===== src/rtl/program_loader.sv =====
// Streams a program into instruction memory one registered byte write at a time,
// holding the CPU in reset until the image is complete and settled.
module program_loader #(
    parameter int ADDR_WIDTH = 8,
    parameter int MAX_BYTES  = 256,
    parameter int RESET_HOLD = 5
) (
    input  logic                  clk,
    input  logic                  reset,
    input  logic                  in_valid,
    input  logic [7:0]            in_data,
    input  logic                  in_last,
    output logic                  in_ready,
    input  logic                  reload,
    output logic                  ins_write,
    output logic [7:0]            instruction_write_data,
    output logic [ADDR_WIDTH-1:0] ins_addr,
    output logic                  cpu_reset,
    output logic [ADDR_WIDTH:0]   byte_count,
    output logic                  done,
    output logic                  error
);

    localparam int CW = ADDR_WIDTH + 1;
    localparam int HW = $clog2(RESET_HOLD + 1);

    typedef enum logic [1:0] {
        LOAD,
        HOLD,
        RUN,
        ERR
    } state_e;

    state_e                state_q, state_d;
    logic [HW-1:0]         hold_q, hold_d;
    logic [CW-1:0]         count_q, count_d;
    logic                  wr_q, wr_d;
    logic [7:0]            data_q, data_d;
    logic [ADDR_WIDTH-1:0] addr_q, addr_d;

    logic xfer;
    logic full;

    assign xfer = in_valid && (state_q == LOAD);
    assign full = (count_q == CW'(MAX_BYTES));

    always_ff @(posedge clk) begin
        if (reset) begin
            state_q <= LOAD;
            hold_q  <= '0;
            count_q <= '0;
            wr_q    <= 1'b0;
            data_q  <= '0;
            addr_q  <= '0;
        end else begin
            state_q <= state_d;
            hold_q  <= hold_d;
            count_q <= count_d;
            wr_q    <= wr_d;
            data_q  <= data_d;
            addr_q  <= addr_d;
        end
    end

    always_comb begin
        state_d = state_q;
        hold_d  = hold_q;
        count_d = count_q;
        wr_d    = 1'b0;
        data_d  = data_q;
        addr_d  = addr_q;
        unique case (state_q)
            LOAD: begin
                // Capacity is checked before the pointer moves, so it never wraps.
                if (xfer) begin
                    if (full) begin
                        state_d = ERR;
                    end else begin
                        wr_d    = 1'b1;
                        data_d  = in_data;
                        addr_d  = count_q[ADDR_WIDTH-1:0];
                        count_d = count_q + CW'(1);
                        if (in_last) begin
                            state_d = HOLD;
                            hold_d  = '0;
                        end
                    end
                end
            end
            HOLD: begin
                if (hold_q == HW'(RESET_HOLD - 1)) begin
                    state_d = RUN;
                end else begin
                    hold_d = hold_q + HW'(1);
                end
            end
            RUN, ERR: begin
                if (reload) begin
                    state_d = LOAD;
                    hold_d  = '0;
                    count_d = '0;
                    data_d  = '0;
                    addr_d  = '0;
                end
            end
            default: state_d = LOAD;
        endcase
    end

    assign in_ready               = (state_q == LOAD);
    assign ins_write              = wr_q;
    assign instruction_write_data = data_q;
    assign ins_addr               = addr_q;
    assign cpu_reset              = (state_q != RUN);
    assign byte_count             = count_q;
    assign done                   = (state_q == RUN);
    assign error                  = (state_q == ERR);

endmodule


===== config.mk =====
export PLATFORM = sky130hd
export DESIGN_NAME = program_loader
export DESIGN_NICKNAME = d
export VERILOG_FILES = /design/src/rtl/program_loader.sv
export SDC_FILE = /design/constraint.sdc
export NUM_CORES = 1
export LEC_CHECK = 0
export BUFFER_PORTS_ARGS = -buffer_cell sky130_fd_sc_hd__clkbuf_2
export CAP_MARGIN = 20
export CORE_UTILIZATION = 49
export CTS_CLUSTER_SIZE = 20
export DETAILED_ROUTE_END_ITERATION = 8
export PLACE_DENSITY = 0.88
export SYNTH_ARGS = -nofsm -noshare
export SYNTH_HDL_FRONTEND = slang
export SYNTH_SLANG_ARGS = --single-unit
export TNS_END_PERCENT = 100

===== constraint.sdc =====
create_clock -name clk -period 2.34 [get_ports clk]
set_input_delay 0.234 -clock clk [delete_from_list [all_inputs] [get_ports clk]]
set_output_delay 0.234 -clock clk [all_outputs]
set_load 0.05 [all_outputs]

==> metrics.md, run 1 <==
| Metric | Value |
|---|---|
| Power density cells | `634.3 mW/mm^2` |
| Num ports | `43` |
| CP required | `roughly 2.6 ns` |
| Overall power | `a little under 1 mW` |
| Mapped Avg Cell Area | `10.51 sq um` |
| Synth area leader | `dfxtp_1` |
| Final setup fails | `0` |
| WP data arrival | `approximately 2.4 ns` |
| CTS buffer count | `5` |
| Max-slew violation count | `0` |
| Via count | `about 1,100` |
| Area Overhead vs Synth | `20.43%` |
| Top FF cell, synth | `dfxtp_1` |
| Yosys top cell area share | `48.02%` |
| Post-CTS Setup Inserts | `0` |
| Worst-margin pin slew | `0.4897 ns` |
| Initial antenna violation count | `0` |
| Max_slew headroom | `67.28%` |
| Ant. Diodes | `0` |
| Clock root cell | `clkbuf_4` |
| Clock sinks | `31` |
| Die span in y | `53.36 microns` |
| Synthesis Warnings | `0` |
| FMAX | `469.5 MHz` |
| Drt via density | `5.628` |
| Max Cap Viol | `0` |
| Hold crit path type | `primary input to register` |
| Detail Route Antenna Nets | `0` |
| Crit path time final | `2.130 ns` |
| Area contributors post-synth | `dfxtp_1 (48%), a22o_1 (12%), ha_1 (3.9%), nor2_1 (2.3%), or4b_4 (2.1%)` |
| GRT Total Usage | `22.22%` |
| Die width | `53.36 microns` |
| Rows | `18` |
| Final instance area | `0.001556 sq mm` |
| Commonest cells post-synth | `dfxtp_1 (31), a22o_1 (17), nor2_1 (8)` |
| Post-Syn Instances | `123` |
| Fraction of layout cells with a size suffix above 1 | `33.73%` |
| CTS max path bufs | `2` |
| Iteration-0 DRC Markers | `10` |
| Leak | `0.7255 nW` |
| Overflow after GRT | `0` |
| RePlAce Congestion | `0.8289` |
| Max IR drop VDD | `0.0005004 V` |
| Setup_tns | `0 ns` |
| Largest net degree at the start of global routing | `20` |
| # resized after CTS | `0` |
| Post-DP HPWL | `1982 microns` |
| Max H-tree Level | `2` |
| Flops & latches, synth | `31` |
| First-pass GRT wire length | `4298 microns` |
| DR DRC count | `0` |
| Post-synth EDFFs | `0` |
| Most common cell in the netlist | `dfxtp_1` |
| Sequential area share after synthesis | `just under 50%` |
| Final Cycle Share | `91.02%` |
| Number of distinct library cells after synthesis | `36` |
| Status | `finished clean` |
| Drt total wl | `2682 microns` |
| Worst-Skew Late Latency | `0.33 ns` |
| Vias in the first global route | `around 970` |
| Final Hold Vio Count | `0` |
| Crit Path Class | `register to register` |
| Startpoint type of the worst setup path | `register` |
| RSZ-0062 raised after global routing | `false` |
| Post-Syn Area | `0.001292 sq mm` |
| Final Skew | `approximately 0.0080 ns` |
| Syn Nets | `140` |
| Crit end category | `register` |
| Initial core utilization | `52.17%` |
| Count of buffers from port buffering | `42` |
| Area after DPL | `between 0.0015 and 0.002 sq mm` |
| Die area | `0.002847 sq mm` |
| CTS tree | `yes` |
| Maximum fanout along the worst path | `19` |
| Initial DRT Pass Iterations | `4` |
| Async SR Flop Fraction | `0%` |
| NumNets Final | `184` |
| Clk slew on worst S/H paths | `0.08 ns` |
| Routed WL per cell | `13.68 microns` |
| Core area | `0.002477 sq mm` |
| Hold buffers post-CTS | `0` |
[flip-flops by register name, indices dropped and copies added (netlist names)]
register / flops
instruction_write_data: 8
ins_write: 1
ins_addr: 8
state_q: 2
hold_q: 3
byte_count: 9
[report_power, final]
part	switching, mW	internal, mW	total (mW)
Sequential	0.0174	0.546	0.563
Combinational	0.110	0.0479	0.158
Clock	0.159	0.106	0.266
Total	0.287	0.700	0.987
[final timing paths]
| check | from | slack [ns] | depth (start not counted) | to |
|---|---|---|---|---|
| worst max-delay path | byte_count[0] | 0.21 | 6 | byte_count[0] |
| worst min-delay path | in_data[2] | 0.11 | 2 | instruction_write_data[2] |
| worst max register to register | byte_count[0] | 0.21 | 6 | byte_count[0] |
| worst min register to register | ins_addr[6] | 0.48 | 1 | ins_addr[6] |
[layer usage]
metal | up-vias | share of wire (%) | GRT usage, %
met4 | 0 | 2.1 | 12.28
met5 | - | 0 | 0
met1 | 516 | 44 | 24.65
li1 | 547 | - | -
met2 | 33 | 48 | 34.58
met3 | 7 | 6.4 | 10.34
[layout make-up]
| class | instances | area (sq um) |
|---|---|---|
| fillers | 239 | 920.9 |
| flip-flops and latches | 31 | 620.6 |
| multi-input cells | 80 | 616.8 |
| repair buffers | 43 | 217.7 |
| clock buffers | 6 | 41.29 |
| well taps | 30 | 37.54 |
| inverters | 6 | 22.52 |
[kinds of logic (layout without fill, tap and decap cells)]
family,after synthesis,count (layout),synth area share [%]
XOR/XNOR,3,3,2.033
adder cells (fa/ha/maj),4,4,3.872
multiplexers,2,2,1.742
flip-flops,31,31,48.02
AND/OR/NAND/NOR,36,36,17.72
AO/OA/AOI/OAI,35,35,22.36
buffers and inverters,12,55,4.259
[worst max-delay path, cell delays in order (launching register included)]
cell and delay, ns:
dfxtp_1 0.38, inv_1 0.11, ha_1 0.14, or4b_4 0.49
or2_4 0.29, a21oi_4 0.42, mux2_2 0.24
[stage by stage]
step                      std cells  setup WS, ns  hold slack (ns)  util (%)
final                           196        0.2101           0.1100     62.83
after global routing            196        0.1162           0.1001     62.83
after CTS                       196        0.2058          0.09899     62.83
after detailed placement        190        0.2372           0.4502     61.16
after global placement          190        0.3167           0.4485     61.16
after floorplan                 123        0.2245           0.3595         -
[cell usage in the layout, fill, tap and decap left out, types with 2 or more instances in the layout]
master and instances:
nand2_1 6, clkbuf_2 42, a211o_1 2, dfxtp_1 31, o21ai_0 2, nand4_1 4
or4b_4 2, nand2b_1 2, nand3_1 2, nor4b_1 2, mux2_2 2, and4_1 2
inv_1 6, nor2_1 8, ha_1 4, a22o_1 17, a21oi_1 5, clkbuf_4 5
and3_1 2, o211ai_1 2, xor2_1 3
(Power assumes the default switching activity.)
==> run 2: changes to the inputs <==
==> constraint.sdc (replaced) <==
create_clock -name clk -period 2.34 [get_ports clk]
set_input_delay 0 -clock clk [delete_from_list [all_inputs] [get_ports clk]]
set_output_delay 0 -clock clk [all_outputs]
set_load 0.05 [all_outputs]
==> run 2 against run 1 <==
Net effect: cell area is 6.4% higher; wire length increased by 8.1%; sequential power about the same; non-clock buffer count increased by 10; sequential share of layout area decreased by 2.4 points; first-iteration DRC count up 40%; clock power is 2% higher; global-route usage up 1.9 points; clock-buffer cell count stayed put; critical path type unchanged.
==> metrics.md, run 2 (synthesized netlist as in run 1, its figures left out) <==
| Metric | Value |
|---|---|
| Status | `finished clean` |
| Maximum fanout along the worst path | `19` |
| Max-slew violation count | `0` |
| Leak | `0.7673 nW` |
| Crit Path Class | `register to register` |
| Hold crit path type | `primary input to register` |
| Crit path time final | `between 2 and 2.5 ns` |
| Iteration-0 DRC Markers | `14` |
| DR DRC count | `0` |
| Die area | `0.002847 sq mm` |
| Max H-tree Level | `2` |
| Max IR drop VDD | `around 0.00051 V` |
| First-pass GRT wire length | `4657 microns` |
| Final Hold Vio Count | `0` |
| Drt via density | `5.675` |
| Clock sinks | `31` |
| Most frequent cells in the layout | `clkbuf_2 (42), dfxtp_1 (31), a22o_1 (17)` |
| Initial DRT Pass Iterations | `4` |
| Worst setup margin | `0.2164 ns` |
| RePlAce Congestion | `0.8289` |
| Area Overhead vs Synth | `28.17%` |
| GRT Total Usage | `24.07%` |
| Max_slew headroom | `about 68%` |
| CTS max path bufs | `2` |
| WP data arrival | `2.40 ns` |
| Power density cells | `608.3 mW/mm^2` |
| Rows | `18` |
| Final setup fails | `0` |
| RSZ-0062 raised after global routing | `false` |
| Initial core utilization | `52.17%` |
| CP peak stage delay | `a little under 0.5 ns` |
| Routed WL per cell | `14.08 microns` |
| CTS tree | `yes` |
| Setup_tns | `0 ns` |
| Die span in y | `53.36 microns` |
| Post-DP HPWL | `1982 microns` |
| Grt met1 use | `26.22%` |
| Largest net degree at the start of global routing | `20` |
| Grt met3 use | `10.63%` |
| Final Cycle Share | `90.75%` |
| Fraction of layout cells with a size suffix above 1 | `31.82%` |
| Startpoint type of the worst setup path | `register` |
| Detail Route Antenna Nets | `0` |
| Num ports | `43` |
| FMAX | `470.9 MHz` |
| Crit path buffers/inverters | `1` |
| Worst-Skew Late Latency | `0.34 ns` |
| Met2 usage | `between 30% and 40%` |
| Clock root cell | `clkbuf_4` |
| Worst path top cell family by delay | `simple AND/OR/NAND/NOR gates` |
| Fin util | `roughly two thirds` |
| CP required | `2.62 ns` |
| Initial antenna violation count | `0` |
| Worst-margin pin slew | `0.4850 ns` |
| Slowest stage cell, crit path | `or4b_4` |
| Crit end category | `register` |
| Drt total wl | `just under 3000 microns` |
| Commonest non-fill, non-tap cell in the layout | `clkbuf_2` |
| Pre-CTS setup slack | `0.2372 ns` |
| Max FFs per register | `9` |
| CP cell instances | `inv_1 > ha_1 > or4b_4 > or2_4 > a21oi_4 > mux2_2` |
| Core area | `around 0.0025 sq mm` |
| Cells after DPL | `190` |
| Max Cap Viol | `0` |
| Count of buffers from port buffering | `42` |
| Ant. Diodes | `0` |
| Die width | `53.36 microns` |
| Min Hold Slack | `0.02474 ns` |
| Via count | `1,169` |
| Busiest layer in global routing | `met2` |
| Overflow after GRT | `0` |
| NumNets Final | `194` |
| Vias in the first global route | `between 1,000 and 1,500` |
| CTS buffer count | `5` |
| Final Skew | `0.01040 ns` |
| Clk slew on worst S/H paths | `0.09 ns` |
| Post-Layout Cell Count | `206` |
run 2: worst paths after layout:
| check | cells after the start | end | start | slack [ns] |
|---|---|---|---|---|
| setup / recovery | 6 | byte_count[0] | byte_count[0] | 0.22 |
| hold / removal | 3 | state_q[0] | in_last | 0.02 |
| setup reg to reg | 6 | byte_count[0] | byte_count[0] | 0.22 |
| hold reg to reg | 1 | ins_addr[6] | ins_addr[6] | 0.49 |
run 2: area by class of cell:
| cell class | instances | area [sq um] |
|---|---|---|
| Timing Repair Buffer | 53 | 317.8 |
| Inverter | 6 | 22.52 |
| Sequential cell | 31 | 620.6 |
| Fill cell | 223 | 820.8 |
| Clock buffer | 6 | 41.29 |
| Multi-Input combinational cell | 80 | 616.8 |
| Tap cell | 30 | 37.54 |
run 2: per-layer routing:
metal  part of all wire [%]  vias to the layer above
met2                     50                       29
li1                       -                      573
met5                      0                        -
met3                    5.4                        7
met4                    1.9                        0
met1                     43                      560
run 2: worst reg2reg max path: cells and delay by family (launching register included):
kind / cells / cell delay (ns)
AND/OR/NAND/NOR: 2 / 0.78
AO/OA/AOI/OAI: 1 / 0.42
flip-flops: 1 / 0.38
multiplexers: 1 / 0.24
adder cells (fa/ha/maj): 1 / 0.14
buffers and inverters: 1 / 0.11
run 2: report_power, final:
| part | switching (mW) | internal (mW) | total, mW | leakage (nW) |
|---|---|---|---|---|
| registers | 0.0176 | 0.546 | 0.563 | 0.252 |
| logic | 0.114 | 0.0588 | 0.172 | 0.491 |
| clock network | 0.165 | 0.106 | 0.272 | 0.0242 |
run 2: through the flow:
step	power [mW]	instance area [sq um]
after floorplan	0.6945	1292
after global placement	0.7279	1515
after detailed placement	0.7331	1515
after CTS	1.014	1657
after global routing	1.051	1657
final	1.008	1657
run 2: what timing repair did:
action | CTS | global route
buffers inserted | 0 | 0
gates resized for setup | 0 | 0
endpoints found under the setup margin | 0 | 0
endpoints found under the hold margin | 12 | 0
hold buffers | 10 | 0
==> run 3: changes to the inputs <==
--- a/config.mk
+++ b/config.mk
@@ -7,10 +7,12 @@
 export LEC_CHECK = 0
 export BUFFER_PORTS_ARGS = -buffer_cell sky130_fd_sc_hd__clkbuf_2
 export CAP_MARGIN = 20
-export CORE_UTILIZATION = 49
+export CELL_PAD_IN_SITES_DETAIL_PLACEMENT = 0
+export CELL_PAD_IN_SITES_GLOBAL_PLACEMENT = 2
+export CORE_UTILIZATION = 29
 export CTS_CLUSTER_SIZE = 20
 export DETAILED_ROUTE_END_ITERATION = 8
-export PLACE_DENSITY = 0.88
+export PLACE_DENSITY = 0.86
 export SYNTH_ARGS = -nofsm -noshare
 export SYNTH_HDL_FRONTEND = slang
 export SYNTH_SLANG_ARGS = --single-unit
==> run 3 against run 2 <==
Net effect: register-to-register slack got worse by 0.03 ns; setup slack lost 0.028 ns; combinational power barely moved; total power increased by 19%; via count shrank 2.2%; die area rose by 66%; clock-buffer cell count is 1 higher; sequential cell count is the same; core utilization down 25 points; critical endpoint unchanged.
==> metrics.md, run 3 (synthesized netlist as in run 1, its figures left out) <==
| Metric | Value |
|---|---|
| Status | `finished clean` |
| CP cell instances | `inv_1 > ha_1 > or4b_4 > or2_4 > a21oi_4 > mux2_2` |
| Max-slew violation count | `0` |
| Max Cap Viol | `0` |
| Count of buffers from port buffering | `42` |
| Hold buffers post-CTS | `9` |
| Min Hold Slack | `0.007400 ns` |
| CP required | `about 2.6 ns` |
| Post-DP HPWL | `2166 microns` |
| Max H-tree Level | `2` |
| FMAX | `464.7 MHz` |
| Die area | `0.004728 sq mm` |
| GRT Total Usage | `~15%` |
| Routed WL per cell | `between 10 and 15 microns` |
| Reg2Reg Setup Slack | `between 0.15 and 0.2 ns` |
| Fin util | `between 40% and 50%` |
| Pre-CTS setup slack | `around 0.22 ns` |
| WP data arrival | `2.38 ns` |
| Final Hold Vio Count | `0` |
| Clock root cell | `clkbuf_8` |
| CP peak stage delay | `roughly 0.49 ns` |
| Initial core utilization | `31.19%` |
| Post-CTS Setup Inserts | `0` |
| Most frequent cells in the layout | `clkbuf_2 (42), dfxtp_1 (31), a22o_1 (17)` |
| Num ports | `43` |
| Die width | `68.76 microns` |
| CTS buffer count | `5` |
| CTS max path bufs | `2` |
| Worst-Skew Late Latency | `approximately 0.28 ns` |
| Ant. Diodes | `0` |
| Drt via density | `4.991` |
| Max_slew headroom | `64.95%` |
| Crit path time final | `2.152 ns` |
| NumNets Final | `195` |
| Largest net degree at the start of global routing | `20` |
| Initial antenna violation count | `0` |
| RePlAce Congestion | `between 0.7 and 0.8` |
| Crit path buffers/inverters | `1` |
| Max FFs per register | `9` |
| Max IR drop VDD | `a little over 0.0003 V` |
| Initial DRT Pass Iterations | `4` |
| # resized after CTS | `0` |
| Detail Route Antenna Nets | `0` |
| Worst-margin pin slew | `0.5246 ns` |
| Slowest stage cell, crit path | `or4b_4` |
| Worst path top cell family by delay | `simple AND/OR/NAND/NOR gates` |
| Overflow after GRT | `0` |
| Rows | `23` |
| Crit end category | `register` |
| Commonest non-fill, non-tap cell in the layout | `clkbuf_2` |
| CTS tree | `yes` |
| Hold crit path type | `primary input to register` |
| Via count | `1,143` |
| Core area | `~0.0041 sq mm` |
| Final setup fails | `0` |
| Area Overhead vs Synth | `35.33%` |
| Power density cells | `686.4 mW/mm^2` |
| Clock sinks | `31` |
| Final Cycle Share | `91.96%` |
| Setup_tns | `0 ns` |
| RSZ-0062 raised after global routing | `false` |
| Startpoint type of the worst setup path | `register` |
| Crit Path Class | `register to register` |
| Die span in y | `68.76 microns` |
| Fraction of layout cells with a size suffix above 1 | `~34%` |
| Iteration-0 DRC Markers | `43` |
| Worst setup margin | `between 0.15 and 0.2 ns` |
| First-pass GRT wire length | `5030 microns` |
| DR DRC count | `0` |
| Leak | `roughly 0.8 nW` |
| Vias in the first global route | `1,093` |
| Clk slew on worst S/H paths | `0.07 ns` |
| Maximum fanout along the worst path | `19` |
| Drt total wl | `3033 microns` |
| Final Skew | `0.004368 ns` |
## run 3: cell count changes in the layout (fill, tap and decap cells not counted), sizes merged
cell	delta
buf	+2
clkinvlp	+1
clkbuf	+1
dlygate4sd3	-1
## run 3: power breakdown
part	total, mW	leakage [nW]	internal (mW)	switching (mW)
sequential	0.564	0.252	0.547	0.0172
combinational	0.173	0.497	0.0594	0.113
clock	0.464	0.0505	0.267	0.197
total	1.20	0.800	0.873	0.328
## run 3: area by class of cell
| class | instances | area [sq um] |
|---|---|---|
| well taps | 50 | 62.56 |
| clock buffers | 7 | 96.34 |
| inverters | 6 | 22.52 |
| flip-flops and latches | 31 | 620.6 |
| multi-input cells | 80 | 616.8 |
| clock inverters | 1 | 7.507 |
| repair buffers | 54 | 322.8 |
| fillers | 431 | 2395 |
## run 3: routing by layer
metal	global-route usage [%]	share of wire [%]
met4	8.673	2.4
met3	5.428	4.7
met2	25.25	50
met1	16.22	42
met5	0	0
## run 3: per-stage QoR
step / total power [mW] / instances / cell area [sq um]
2_1_floorplan: 0.6945 / 123 / 1292
3_3_place_gp: 0.7333 / 212 / 1555
3_5_place_dp: 0.7366 / 212 / 1555
4_1_cts: 1.211 / 229 / 1749
5_1_grt: 1.255 / 229 / 1749
6_report: 1.201 / 229 / 1749
## run 3: path summary, 6_finish.rpt
| path | startpoint | to | depth (start not counted) |
|---|---|---|---|
| worst max-delay path | byte_count[0] | byte_count[0] | 6 |
| worst max register to register | byte_count[0] | byte_count[0] | 6 |
| worst min register to register | ins_addr[6] | ins_addr[6] | 1 |
| worst min-delay path | reset | ins_addr[7] | 2 |
